### src/rtl/led_frame_arbiter.sv
// Round-robin arbiter that shares the 8x8 LED frame between N_REQ clients.
// Bursts fill a shadow frame, which is swapped into the live frame only when the burst commits.
module led_frame_arbiter #(
  parameter int N_REQ      = 3,
  parameter int MAX_BEATS  = 16,
  parameter int GAP_CYCLES = 2,
  localparam int OWNER_W   = (N_REQ > 1) ? $clog2(N_REQ) : 1
) (
  input  logic                 aclk,
  input  logic                 areset,
  input  logic [N_REQ-1:0]     i_req,
  input  logic [3*N_REQ-1:0]   i_row_addr,
  input  logic [8*N_REQ-1:0]   i_row_data,
  input  logic [N_REQ-1:0]     i_last,
  output logic [N_REQ-1:0]     o_gnt,
  output logic [OWNER_W-1:0]   o_owner,
  output logic [63:0]          o_led_data,
  output logic                 o_frame_update,
  output logic                 o_abort
);

  localparam int BEAT_W = $clog2(MAX_BEATS + 1);
  localparam int GAP_W  = (GAP_CYCLES > 1) ? $clog2(GAP_CYCLES) : 1;
  localparam logic [BEAT_W-1:0]  BEAT_LAST = BEAT_W'(MAX_BEATS - 1);
  localparam logic [GAP_W-1:0]   GAP_LAST  = GAP_W'(GAP_CYCLES - 1);
  localparam logic [OWNER_W-1:0] OWNER_RST = OWNER_W'(N_REQ - 1);

  typedef enum logic [2:0] {IDLE, GRANT, COMMIT, ABORT, GAP} state_t;

  state_t              state_q, state_d;
  logic [N_REQ-1:0]    gnt_q, gnt_d;
  logic [OWNER_W-1:0]  owner_q, owner_d;
  logic [63:0]         led_q, led_d;
  logic [63:0]         shadow_q, shadow_d;
  logic                update_q, update_d;
  logic                abort_q, abort_d;
  logic [BEAT_W-1:0]   beat_cnt_q, beat_cnt_d;
  logic [GAP_W-1:0]    gap_cnt_q, gap_cnt_d;

  logic                req_any;
  logic [OWNER_W-1:0]  win;
  int                  scan_idx;
  logic                own_req;
  logic                own_last;
  logic [2:0]          own_addr;
  logic [7:0]          own_data;
  logic                beat;
  logic                max_hit;

  assign own_req  = i_req[owner_q];
  assign own_last = i_last[owner_q];
  assign own_addr = i_row_addr[3*owner_q +: 3];
  assign own_data = i_row_data[8*owner_q +: 8];
  assign beat     = gnt_q[owner_q] & own_req;
  assign max_hit  = (beat_cnt_q == BEAT_LAST);

  // Round-robin scan starting just after the previous owner.
  always_comb begin
    req_any  = 1'b0;
    win      = owner_q;
    scan_idx = 0;
    for (int i = 1; i <= N_REQ; i++) begin
      scan_idx = (int'(owner_q) + i) % N_REQ;
      if (!req_any && i_req[scan_idx]) begin
        req_any = 1'b1;
        win     = OWNER_W'(scan_idx);
      end
    end
  end

  always_ff @(posedge aclk) begin
    if (areset) begin
      state_q    <= IDLE;
      gnt_q      <= '0;
      owner_q    <= OWNER_RST;
      led_q      <= '0;
      shadow_q   <= '0;
      update_q   <= 1'b0;
      abort_q    <= 1'b0;
      beat_cnt_q <= '0;
      gap_cnt_q  <= '0;
    end else begin
      state_q    <= state_d;
      gnt_q      <= gnt_d;
      owner_q    <= owner_d;
      led_q      <= led_d;
      shadow_q   <= shadow_d;
      update_q   <= update_d;
      abort_q    <= abort_d;
      beat_cnt_q <= beat_cnt_d;
      gap_cnt_q  <= gap_cnt_d;
    end
  end

  always_comb begin
    state_d = state_q;
    case (state_q)
      IDLE:    if (req_any) state_d = GRANT;
      GRANT: begin
        if (beat && own_last)     state_d = COMMIT;
        else if (beat && max_hit) state_d = ABORT;
        else if (!own_req)        state_d = ABORT;
      end
      COMMIT:  state_d = GAP;
      ABORT:   state_d = GAP;
      GAP:     if (gap_cnt_q == GAP_LAST) state_d = IDLE;
      default: state_d = IDLE;
    endcase
  end

  always_comb begin
    gnt_d      = gnt_q;
    owner_d    = owner_q;
    led_d      = led_q;
    shadow_d   = shadow_q;
    update_d   = 1'b0;
    abort_d    = 1'b0;
    beat_cnt_d = beat_cnt_q;
    gap_cnt_d  = gap_cnt_q;
    case (state_q)
      IDLE: begin
        if (req_any) begin
          gnt_d      = '0;
          gnt_d[win] = 1'b1;
          owner_d    = win;
          beat_cnt_d = '0;
        end
      end
      GRANT: begin
        if (beat) begin
          shadow_d[8*own_addr +: 8] = own_data;
          beat_cnt_d = beat_cnt_q + 1'b1;
          if (own_last || max_hit) gnt_d = '0;
        end else if (!own_req) begin
          gnt_d = '0;
        end
      end
      COMMIT: begin
        led_d     = shadow_q;
        update_d  = 1'b1;
        gap_cnt_d = '0;
      end
      // Roll the shadow back so a discarded burst leaves no trace in later frames.
      ABORT: begin
        shadow_d  = led_q;
        abort_d   = 1'b1;
        gap_cnt_d = '0;
      end
      GAP:     gap_cnt_d = gap_cnt_q + 1'b1;
      default: gnt_d = '0;
    endcase
  end

  assign o_gnt          = gnt_q;
  assign o_owner        = owner_q;
  assign o_led_data     = led_q;
  assign o_frame_update = update_q;
  assign o_abort        = abort_q;

endmodule

### config.mk
export PLATFORM = sky130hd
export DESIGN_NAME = led_frame_arbiter
export DESIGN_NICKNAME = d
export VERILOG_FILES = /design/src/rtl/led_frame_arbiter.sv
export SDC_FILE = /design/constraint.sdc
export NUM_CORES = 1
export LEC_CHECK = 0
export CORE_MARGIN = 2
export CORE_UTILIZATION = 45
export CTS_BUF_LIST = sky130_fd_sc_hd__clkbuf_4 sky130_fd_sc_hd__clkbuf_8
export CTS_CLUSTER_DIAMETER = 30
export DETAILED_ROUTE_END_ITERATION = 12
export GPL_ROUTABILITY_DRIVEN = 0
export PLACE_DENSITY = 0.79
export SYNTH_ARGS = -nofsm -noshare
export SYNTH_HDL_FRONTEND = slang
export SYNTH_SLANG_ARGS = --single-unit
### constraint.sdc
create_clock -name aclk -period 3.56 [get_ports aclk]
set_input_delay 0.712 -clock aclk [delete_from_list [all_inputs] [get_ports aclk]]
set_output_delay 0.712 -clock aclk [all_outputs]
set_load 0.02 [all_outputs]
==> flow_summary.yaml, run 1 <==
final_layout:
  layout-drive-gt1-share_pct: 10.2
  antenna-diode-count: 0
  utilization_pct: 57.3
  syn_to_final_growth_pct: 25.4
  nets: 902
timing:
  setup_violations: 0
  worst_slew_pin_slew_ns: 0.867
  fmax_mhz: 355
  rsz0062_at_grt: "no"
  min_period_over_period_pct: 79.2
  worst_clock_skew_ns: 0.00631
  slew_violations: 0
  maxSlewHeadroom_pct: 42.2
  finalSetupTns_ns: 0
  hold_viol_final: 0
  min_period_ns: 2.82
route:
  viasPerCell: 5.65
  drtAntennaViolNets: 0
  via_count: 5936
  first_pass_iters: 5
  routed_wl_microns: 18000
  drcViolationCount: 0
  drt-initial-drc-count: 573
  avgRoutedWirePerCell_microns: 17.1
worst_setup_path:
  path_max_fanout: 10
  crit_start: "o_owner[0]"
  cp.required_ns: 3.90
  critical_path_buf_inv_count: 2
  critPathArrivalTime_ns: 3.16
  cpMaxStageDelayCell: "ha_1"
  worstSetupPathType: "flip-flop to flip-flop"
  critPathMaxStageDelay_ns: 0.43
  r2r-start: "o_owner[0]"
  ff2ff_setup_slack_ns: 0.74
  crit_path_cell_trace: "buf_4 -> nor2b_4 -> a22oi_1 -> ha_1 -> ha_1 -> and2_1 -> nor3b_1 -> buf_4 -> mux2i_1 -> o21ai_0"
  cp_top_family: "simple AND/OR/NAND/NOR gates"
  critical_path.endpoint_type: "flip-flop"
  start_kind: "flip-flop"
synthesis:
  async_reset_ff_share_pct: 0
  synth_cell_types: 65
  synth_seq_cells: 144
  yosysSeqAreaShare_pct: 43.9
  syn_area_sq_mm: 0.00656
  synth_edf_count: 0
  yosysTopAreaCellShare_pct: 43.9
  avgSynthCellArea_sq_um: 8.63
  synth_top_cell_by_area: "dfxtp_1"
  ys.warnings.count: 0
  netlist_top_cells_area: "dfxtp_1 44%, nand2_1 8.2%, mux2i_1 7.0%, a21oi_1 6.1%, nand3b_1 5.7%"
  syn_nets: 809
  netlist_instances: 761
  synthFlopType: "dfxtp_1"
global_routing:
  grt_usage_pct: 22.9
  grt.overflow.total: 0
  grt_pass1_wl_microns: 28900
  grt-busiest-layer: "met1"
  met2_usage_pct: 31.6
  grt_start_max_net_pins: 68
  antenna_found_initial: 0
  grt_pass1_vias: 5401
  grt_use_met1_pct: 34.0
  use_met3_pct: 5.84
clock_network:
  cts_tree: "done"
  cts_root_buffer: "clkbuf_8"
  post-cts-setup-buffers: 0
  hold_buffers: 0
  clk_path_buf_depth: 2
  htree_levels: 4
  cts_buffers: 17
  cts-resized-gates: 0
  clk_pin_slew_worst_paths_ns: 0.08
  clk_latency_ns: 0.46
  cts.sinks: 144
placement:
  post-dp-hpwl_microns: 11800
  numPortBuffers: 111
floorplan:
  dieArea_sq_mm: 0.0156
  initial_core_util_pct: 45.7
  fp.dieH_microns: 125
  rows: 44
  fp.dieW_microns: 125
  ios: 112
  fp.coreArea_sq_mm: 0.0144
worst_hold_path:
  hold_class: "flip-flop to flip-flop"
  min_from: "shadow_q[59]"
pwr:
  power.leakage_nw: 2.86
  ir_drop_mv: 0.265
  powerDensity_mw_per_mm2: 581
status:
  status: "finished clean"
run:
  drv_cap: 0
-- power by group --
group / internal, W / switching (W) / total, W
clock network: 0.000691 / 0.000594 / 0.00128
registers: 0.00169 / 0.0000661 / 0.00175
logic: 0.000604 / 0.00115 / 0.00175
-- routing by layer --
layer	up-vias	share of wire [%]
met2	243	42
li1	2875	-
met1	2784	48
met4	0	2.4
met3	34	8.1
met5	-	0
-- worst min-delay path, stage by stage (launching register included) --
cell and delay (ns):
dfxtp_1 0.31, nand2_1 0.05, a21oi_1 0.05
-- cells by family (layout without fill, tap and decap cells) --
family | count (synthesis) | count (layout) | synth area share [%]
DFF | 144 | 144 | 43.9
muxes | 49 | 49 | 7.53
xor gates and xnor gates | 3 | 3 | 0.400
buffers and inverters | 60 | 165 | 3.83
adders and majority gates | 7 | 7 | 1.33
and+or+nand+nor | 318 | 318 | 25.1
AOI/OAI and AO/OA | 180 | 180 | 17.9
-- stage by stage --
| step | instance area, sq um | total power, W | setup slack [ns] | hold slack, ns | std cells |
|---|---|---|---|---|---|
| finish | 8230 | 0.00479 | 0.740 | 0.453 | 1050 |
| global placement | 7840 | 0.00348 | 0.340 | 0.438 | 1019 |
| CTS | 8230 | 0.00478 | 0.764 | 0.449 | 1050 |
| global route | 8230 | 0.00503 | 0.491 | 0.465 | 1050 |
| floorplan | 6560 | 0.00297 | 0.617 | 0.431 | 761 |
| detailed placement | 7840 | 0.00351 | 0.288 | 0.444 | 1019 |
-- registers in the layout, summed over array words and instances (netlist names) --
name,cells
shadow_q,64
o_gnt,3
o_owner,2
gap_cnt_q,1
state_q,3
o_abort,1
o_frame_update,1
beat_cnt_q,5
o_led_data,64
-- final timing paths --
kind,end,cells after the start
setup / recovery,shadow_q[26],10
hold / removal,o_led_data[59],2
setup reg to reg,shadow_q[26],10
hold reg to reg,o_led_data[59],2
-- cell usage in the layout, fill, tap and decap left out, types with 6 or more instances in the layout --
cell type	synthesis	layout
nand2_1	144	144
dfxtp_1	144	144
clkdlybuf4s50_1	0	110
a21oi_1	80	80
nor2_1	67	66
nand3b_1	50	50
mux2i_1	46	46
o21ai_0	26	26
clkbuf_8	0	24
buf_4	1	19
nand4b_1	17	17
o221a_2	16	16
o311ai_0	12	12
a21o_1	8	8
o21ai_1	8	8
ha_1	7	7
nand2b_1	7	6
-- final cells by class --
type	count	area [sq um]
fillers	1284	6140
clock buffers	26	345
well taps	184	230
repair buffers	130	1260
flip-flops and latches	144	2880
inverters	4	15.0
multi-input cells	557	3450
clock inverters	5	50.0
-- synth_stat cells (3+ instances only) --
library cell / instances
a21o_1: 8
a21oi_1: 80
a31oi_1: 3
and2_1: 4
buf_2: 6
clkbuf_1: 45
dfxtp_1: 144
ha_1: 7
inv_1: 4
mux2_2: 3
mux2i_1: 46
nand2_1: 144
nand2b_1: 7
nand3b_1: 50
nand4b_1: 17
nor2_1: 67
nor2b_1: 3
nor3_1: 3
nor3b_1: 4
o211ai_1: 3
o21ai_0: 26
o21ai_1: 8
o221a_2: 16
o311ai_0: 12
o311ai_1: 4
(Power assumes the default switching activity.)
==> run 2: changes to the inputs <==
==> constraint.sdc (replaced) <==
create_clock -name aclk -period 2.7 [get_ports aclk]
set_input_delay 0.54 -clock aclk [delete_from_list [all_inputs] [get_ports aclk]]
set_output_delay 0.54 -clock aclk [all_outputs]
set_load 0.02 [all_outputs]
==> run 2 against run 1 <==
Effect of this change: critical path depth down 1; clock power is 46% higher; final area grew 2.7%; largest power group is now combinational logic; highest routed layer unchanged; worst hold slack worse by 0.00080 ns.
==> flow_summary.yaml, run 2 (same netlist as run 1, synthesis figures left out) <==
clock_network:
  cts_tree: "done"
  clk_pin_slew_worst_paths_ns: 0.08
  cts_root_buffer: "clkbuf_8"
  cts_buffers: 17
  clk_latency_ns: 0.46
  cts.sinks: 144
  clk_path_buf_depth: 2
  htree_levels: 4
placement:
  place_area_sq_mm: 0.00799
  post-dp-hpwl_microns: 11900
  numPortBuffers: 111
global_routing:
  antenna_found_initial: 0
  grt_usage_pct: 23.3
  grt_pass1_wl_microns: 29200
  grt_pass1_vias: 5602
  grt_start_max_net_pins: 105
  grt.overflow.total: 0
pwr:
  combPwrFrac_pct: 37.2
  p_switching_w: 0.00250
  p_seq_share_pct: 34.8
  swShare_pct: 37.3
  finalPower_w: 0.00669
  ir_drop_mv: 0.331
  clockPowerShare_pct: 28.0
  power.leakage_nw: 2.95
  p_int_w: 0.00420
  powerDensity_mw_per_mm2: 791
final_layout:
  multiInputGateArea_sq_mm: 0.00348
  mostFrequentLayoutCell: "nand2_1"
  fin_area_sq_mm: 0.00846
  regArea_sq_mm: 0.00288
  nets: 918
  syn_to_final_growth_pct: 28.9
  final_cell_mix: "144 x nand2_1, 143 x dfxtp_1, 110 x clkdlybuf4s50_1"
  antenna-diode-count: 0
  layout-drive-gt1-share_pct: 12.6
  layout.filler_cells: 1256
worst_setup_path:
  critical_path.endpoint_type: "flip-flop"
  cpMaxStageDelayCell: "dfxtp_2"
  crit_cells: 9
  critPathMaxStageDelay_ns: 0.43
  reg2reg_depth: 9
  regToRegEndpoint: "shadow_q[31]"
  critical_path_buf_inv_count: 2
  cp-endpoint: "shadow_q[31]"
  critPathArrivalTime_ns: 2.89
  crit_start: "o_owner[0]"
  path_max_fanout: 8
  cp.required_ns: 3.03
  r2r-start: "o_owner[0]"
  worstSetupPathType: "flip-flop to flip-flop"
  crit_path_cell_trace: "buf_4 -> mux2_2 -> a22oi_2 -> ha_4 -> and2_1 -> nor3b_2 -> buf_4 -> mux2i_1 -> o21ai_0"
  start_kind: "flip-flop"
  cp_top_family: "multiplexers"
  cpMostUsedCell: "buf_4"
  ff2ff_setup_slack_ns: 0.14
route:
  drt-initial-drc-count: 557
  via_count: 6090
  first_pass_iters: 5
  drcViolationCount: 0
  avgRoutedWirePerCell_microns: 17.2
  routed_wl_microns: 18300
  drtAntennaViolNets: 0
  viasPerCell: 5.71
floorplan:
  ios: 112
  fp.dieW_microns: 125
  rows: 44
  fp.coreArea_sq_mm: 0.0144
  initial_core_util_pct: 45.7
  fp.dieH_microns: 125
  dieArea_sq_mm: 0.0156
timing:
  worst_clock_skew_ns: 0.00633
  maxSlewHeadroom_pct: 51.9
  hold_viol_final: 0
  setup_violations: 0
  worst_slew_pin_slew_ns: 0.721
  min_period_over_period_pct: 94.9
  fmax_mhz: 390
  rsz0062_at_grt: "no"
  min_period_ns: 2.56
  slew_violations: 0
status:
  status: "finished clean"
worst_hold_path:
  hold_class: "flip-flop to flip-flop"
run:
  drv_cap: 0
run 2: changes by cell type in the layout (fill, tap and decap cells not counted), moves of 3 or more:
cell / before / now
clkbuf_8: 24 / 18
buf_4: 19 / 33
clkinvlp_4: 0 / 3
bufinv_16: 1 / 4
run 2: through the flow:
stage | TNS [ns] | utilization [%] | std cells | worst slack [ns] | hold slack (ns)
2_1_floorplan | 0 | - | 761 | 0.101 | 0.431
3_3_place_gp | -10.84 | 55.6 | 1034 | -0.274 | 0.440
3_5_place_dp | -15.38 | 55.6 | 1034 | -0.393 | 0.446
4_1_cts | 0 | 58.7 | 1066 | 0.0323 | 0.458
5_1_grt | 0 | 58.9 | 1067 | 0.00907 | 0.472
6_report | 0 | 58.9 | 1067 | 0.138 | 0.452
run 2: worst min-delay path by stage:
stage | startpoint | to | slack [ns] | cells after the start
2_1_floorplan | shadow_q[24] | o_led_data[24] | 0.43 | 2
3_3_place_gp | shadow_q[14] | o_led_data[14] | 0.44 | 2
3_5_place_dp | shadow_q[14] | o_led_data[14] | 0.45 | 2
4_1_cts | shadow_q[34] | o_led_data[34] | 0.46 | 2
5_1_grt | shadow_q[63] | o_led_data[63] | 0.47 | 2
6_report | shadow_q[34] | o_led_data[34] | 0.45 | 2
run 2: final cells by class:
cell class / instances / area share [%]
clock buffer: 18 / 2.93
clock inverter: 14 / 2.23
inverter: 4 / 0.178
multi-input combinational: 557 / 41.2
sequential: 144 / 34.1
tap: 184 / 2.72
timing repair buffer: 146 / 16.7
run 2: what timing repair did:
item                                    4_1_cts  5_1_grt
resized for setup                             1        4
setup buffers                                 0        1
hold buffers                                  0        0
endpoints found under the setup margin        1       19
pin swaps                                     0        1
run 2: worst min-delay path, stage by stage (launching register included):
cell     delay [ns]
dfxtp_1        0.31
nand2_1        0.05
a21oi_1        0.05
run 2: power groups by stage:
stage | logic [W] | clock network [W] | registers [W]
floorplan | 0.00155 | 0 | 0.00238
global placement | 0.00236 | 0 | 0.00237
detailed placement | 0.00240 | 0 | 0.00237
CTS | 0.00241 | 0.00189 | 0.00233
global route | 0.00270 | 0.00198 | 0.00234
finish | 0.00249 | 0.00187 | 0.00233
run 2: per-layer routing:
metal	track usage, %	part of all wire [%]
met5	0	0
met3	5.58	6.6
met2	35.5	45
met1	32.4	47
met4	7.80	2.0
==> run 3: changes to the inputs <==
--- a/config.mk
+++ b/config.mk
@@ -5,13 +5,12 @@
 export SDC_FILE = /design/constraint.sdc
 export NUM_CORES = 1
 export LEC_CHECK = 0
-export CORE_MARGIN = 2
-export CORE_UTILIZATION = 45
+export CORE_UTILIZATION = 32
 export CTS_BUF_LIST = sky130_fd_sc_hd__clkbuf_4 sky130_fd_sc_hd__clkbuf_8
 export CTS_CLUSTER_DIAMETER = 30
 export DETAILED_ROUTE_END_ITERATION = 12
 export GPL_ROUTABILITY_DRIVEN = 0
-export PLACE_DENSITY = 0.79
+export PLACE_DENSITY = 0.62
 export SYNTH_ARGS = -nofsm -noshare
 export SYNTH_HDL_FRONTEND = slang
 export SYNTH_SLANG_ARGS = --single-unit
==> run 3 against run 2 <==
Effect of this change: core utilization down 16 points; highest routed layer unchanged; via count down 3.6%; combinational power up 5%; fmax up 1.9%; critical endpoint is now shadow_q[4]; die area up 35%; critical path type is now input pin to flip-flop; sequential share of layout area down 0.44 points; worst hold slack better by 0.0019 ns; critical path depth down 1; power down 1.0%; sequential power about the same.
==> flow_summary.yaml, run 3 (same netlist as run 1, synthesis figures left out) <==
global_routing:
  grt.overflow.total: 0
  grt_start_max_net_pins: 93
  grt_pass1_wl_microns: 30400
  grt_pass1_vias: 5444
  antenna_found_initial: 0
  grt_usage_pct: 18.3
clock_network:
  htree_levels: 4
  cts.sinks: 144
  cts_tree: "done"
  hold_buffers: 0
  clk_pin_slew_worst_paths_ns: 0.08
  cts_buffers: 17
  clk_path_buf_depth: 2
  clk_latency_ns: 0.45
  cts_root_buffer: "clkbuf_8"
timing:
  setup_ws_ns: 0.185
  setup_violations: 0
  worst_clock_skew_ns: 0.00918
  slew_violations: 0
  worst_slew_pin_slew_ns: 0.643
  fmax_mhz: 398
  min_period_over_period_pct: 93.2
  rsz0062_at_grt: "yes"
  hold_viol_final: 0
  min_period_ns: 2.52
  maxSlewHeadroom_pct: 57.1
floorplan:
  dieArea_sq_mm: 0.0211
  initial_core_util_pct: 32.5
  fp.coreArea_sq_mm: 0.0202
  fp.dieH_microns: 145
  rows: 52
  fp.dieW_microns: 145
  ios: 112
pwr:
  p_int_w: 0.00409
  ir_drop_mv: 0.273
  combPwrFrac_pct: 39.5
  clockPowerShare_pct: 25.5
  p_seq_share_pct: 35.0
  finalPower_w: 0.00663
  swShare_pct: 38.2
  p_switching_w: 0.00253
  power.leakage_nw: 2.95
  powerDensity_mw_per_mm2: 773
final_layout:
  instances_no_fill: 1155
  nets: 920
  final_cell_mix: "144 x nand2_1, 143 x dfxtp_1, 110 x clkdlybuf4s50_1"
  antenna-diode-count: 0
  utilization_pct: 42.5
  syn_to_final_growth_pct: 30.5
  mostFrequentLayoutCell: "nand2_1"
  layout-drive-gt1-share_pct: 12.7
worst_setup_path:
  critPathArrivalTime_ns: 2.86
  path_max_fanout: 16
  worstSetupPathType: "input pin to flip-flop"
  start_kind: "input pin"
  cpMaxStageDelayCell: "clkdlybuf4s50_1"
  cp.required_ns: 3.04
  crit_path_cell_trace: "clkdlybuf4s50_1 -> mux2_2 -> a22oi_1 -> ha_1 -> ha_2 -> nor3b_2 -> nand4b_4 -> o311ai_0"
  critPathMaxStageDelay_ns: 0.40
  critical_path.endpoint_type: "flip-flop"
route:
  routed_wl_microns: 19300
  first_pass_iters: 5
  viasPerCell: 5.08
  avgRoutedWirePerCell_microns: 16.7
  drtAntennaViolNets: 0
  via_count: 5870
  drcViolationCount: 0
  drt-initial-drc-count: 482
placement:
  place_inst: 1123
  post-dp-hpwl_microns: 12900
  place_ws_ns: -0.382
  numPortBuffers: 111
status:
  status: "finished clean"
worst_hold_path:
  hold_class: "flip-flop to flip-flop"
run:
  drv_cap: 0
[run 3: cell count changes in the layout (fill, tap and decap cells not counted), sizes merged]
cell      delta
clkinv       -1
clkinvlp     +1
clkbuf       +3
inv          -1
buf          +2
bufinv       -2
[run 3: stage by stage]
| step | hold WS, ns | cell area (sq um) | setup TNS [ns] |
|---|---|---|---|
| finish | 0.454 | 8570 | 0 |
| global route | 0.470 | 8570 | -0.0893 |
| CTS | 0.454 | 8550 | 0 |
| detailed placement | 0.443 | 8170 | -15.25 |
| global placement | 0.438 | 8170 | -13.00 |
| floorplan | 0.431 | 6580 | 0 |
[run 3: per-layer routing]
layer	track usage, %	share of wire [%]
met1	26.6	50
met2	27.5	44
met3	3.74	5.2
met4	4.26	0.77
met5	0	0
[run 3: power groups by stage]
stage	registers (W)	clock network, W	logic [W]
3_3_place_gp	0.00237	0	0.00258
3_5_place_dp	0.00237	0	0.00258
2_1_floorplan	0.00238	0	0.00155
6_report	0.00232	0.00169	0.00262
5_1_grt	0.00234	0.00183	0.00281
4_1_cts	0.00232	0.00174	0.00259
[run 3: final cells by class]
cell class              instances  area [sq um]
clock inverters                11           115
repair buffers                148          1480
fillers                      2041         11600
inverters                       4          15.0
clock buffers                  21           270
flip-flops and latches        144          2880
multi-input cells             557          3470
well taps                     270           338
[run 3: worst max-delay path: cells and delay by family]
kind	cells	cell delay (ns)
AOI/OAI and AO/OA	2	0.58
adders and majority gates	2	0.55
buffers and inverters	1	0.40
muxes	1	0.26
and+or+nand+nor	2	0.52
[run 3: path summary, 6_finish.rpt]
kind                                     from  cells past startpoint              to  slack (ns)
worst max-delay path            i_row_addr[4]                      8     shadow_q[4]        0.18
worst min-delay path             shadow_q[34]                      2  o_led_data[34]        0.45
worst max register to register     o_owner[0]                     11    shadow_q[30]        0.18
worst min register to register   shadow_q[34]                      2  o_led_data[34]        0.45
[run 3: timing repair]
action | in CTS | in global routing
gates resized for setup | 0 | 5
endpoints found under the setup margin | 0 | 22
setup buffers | 0 | 0
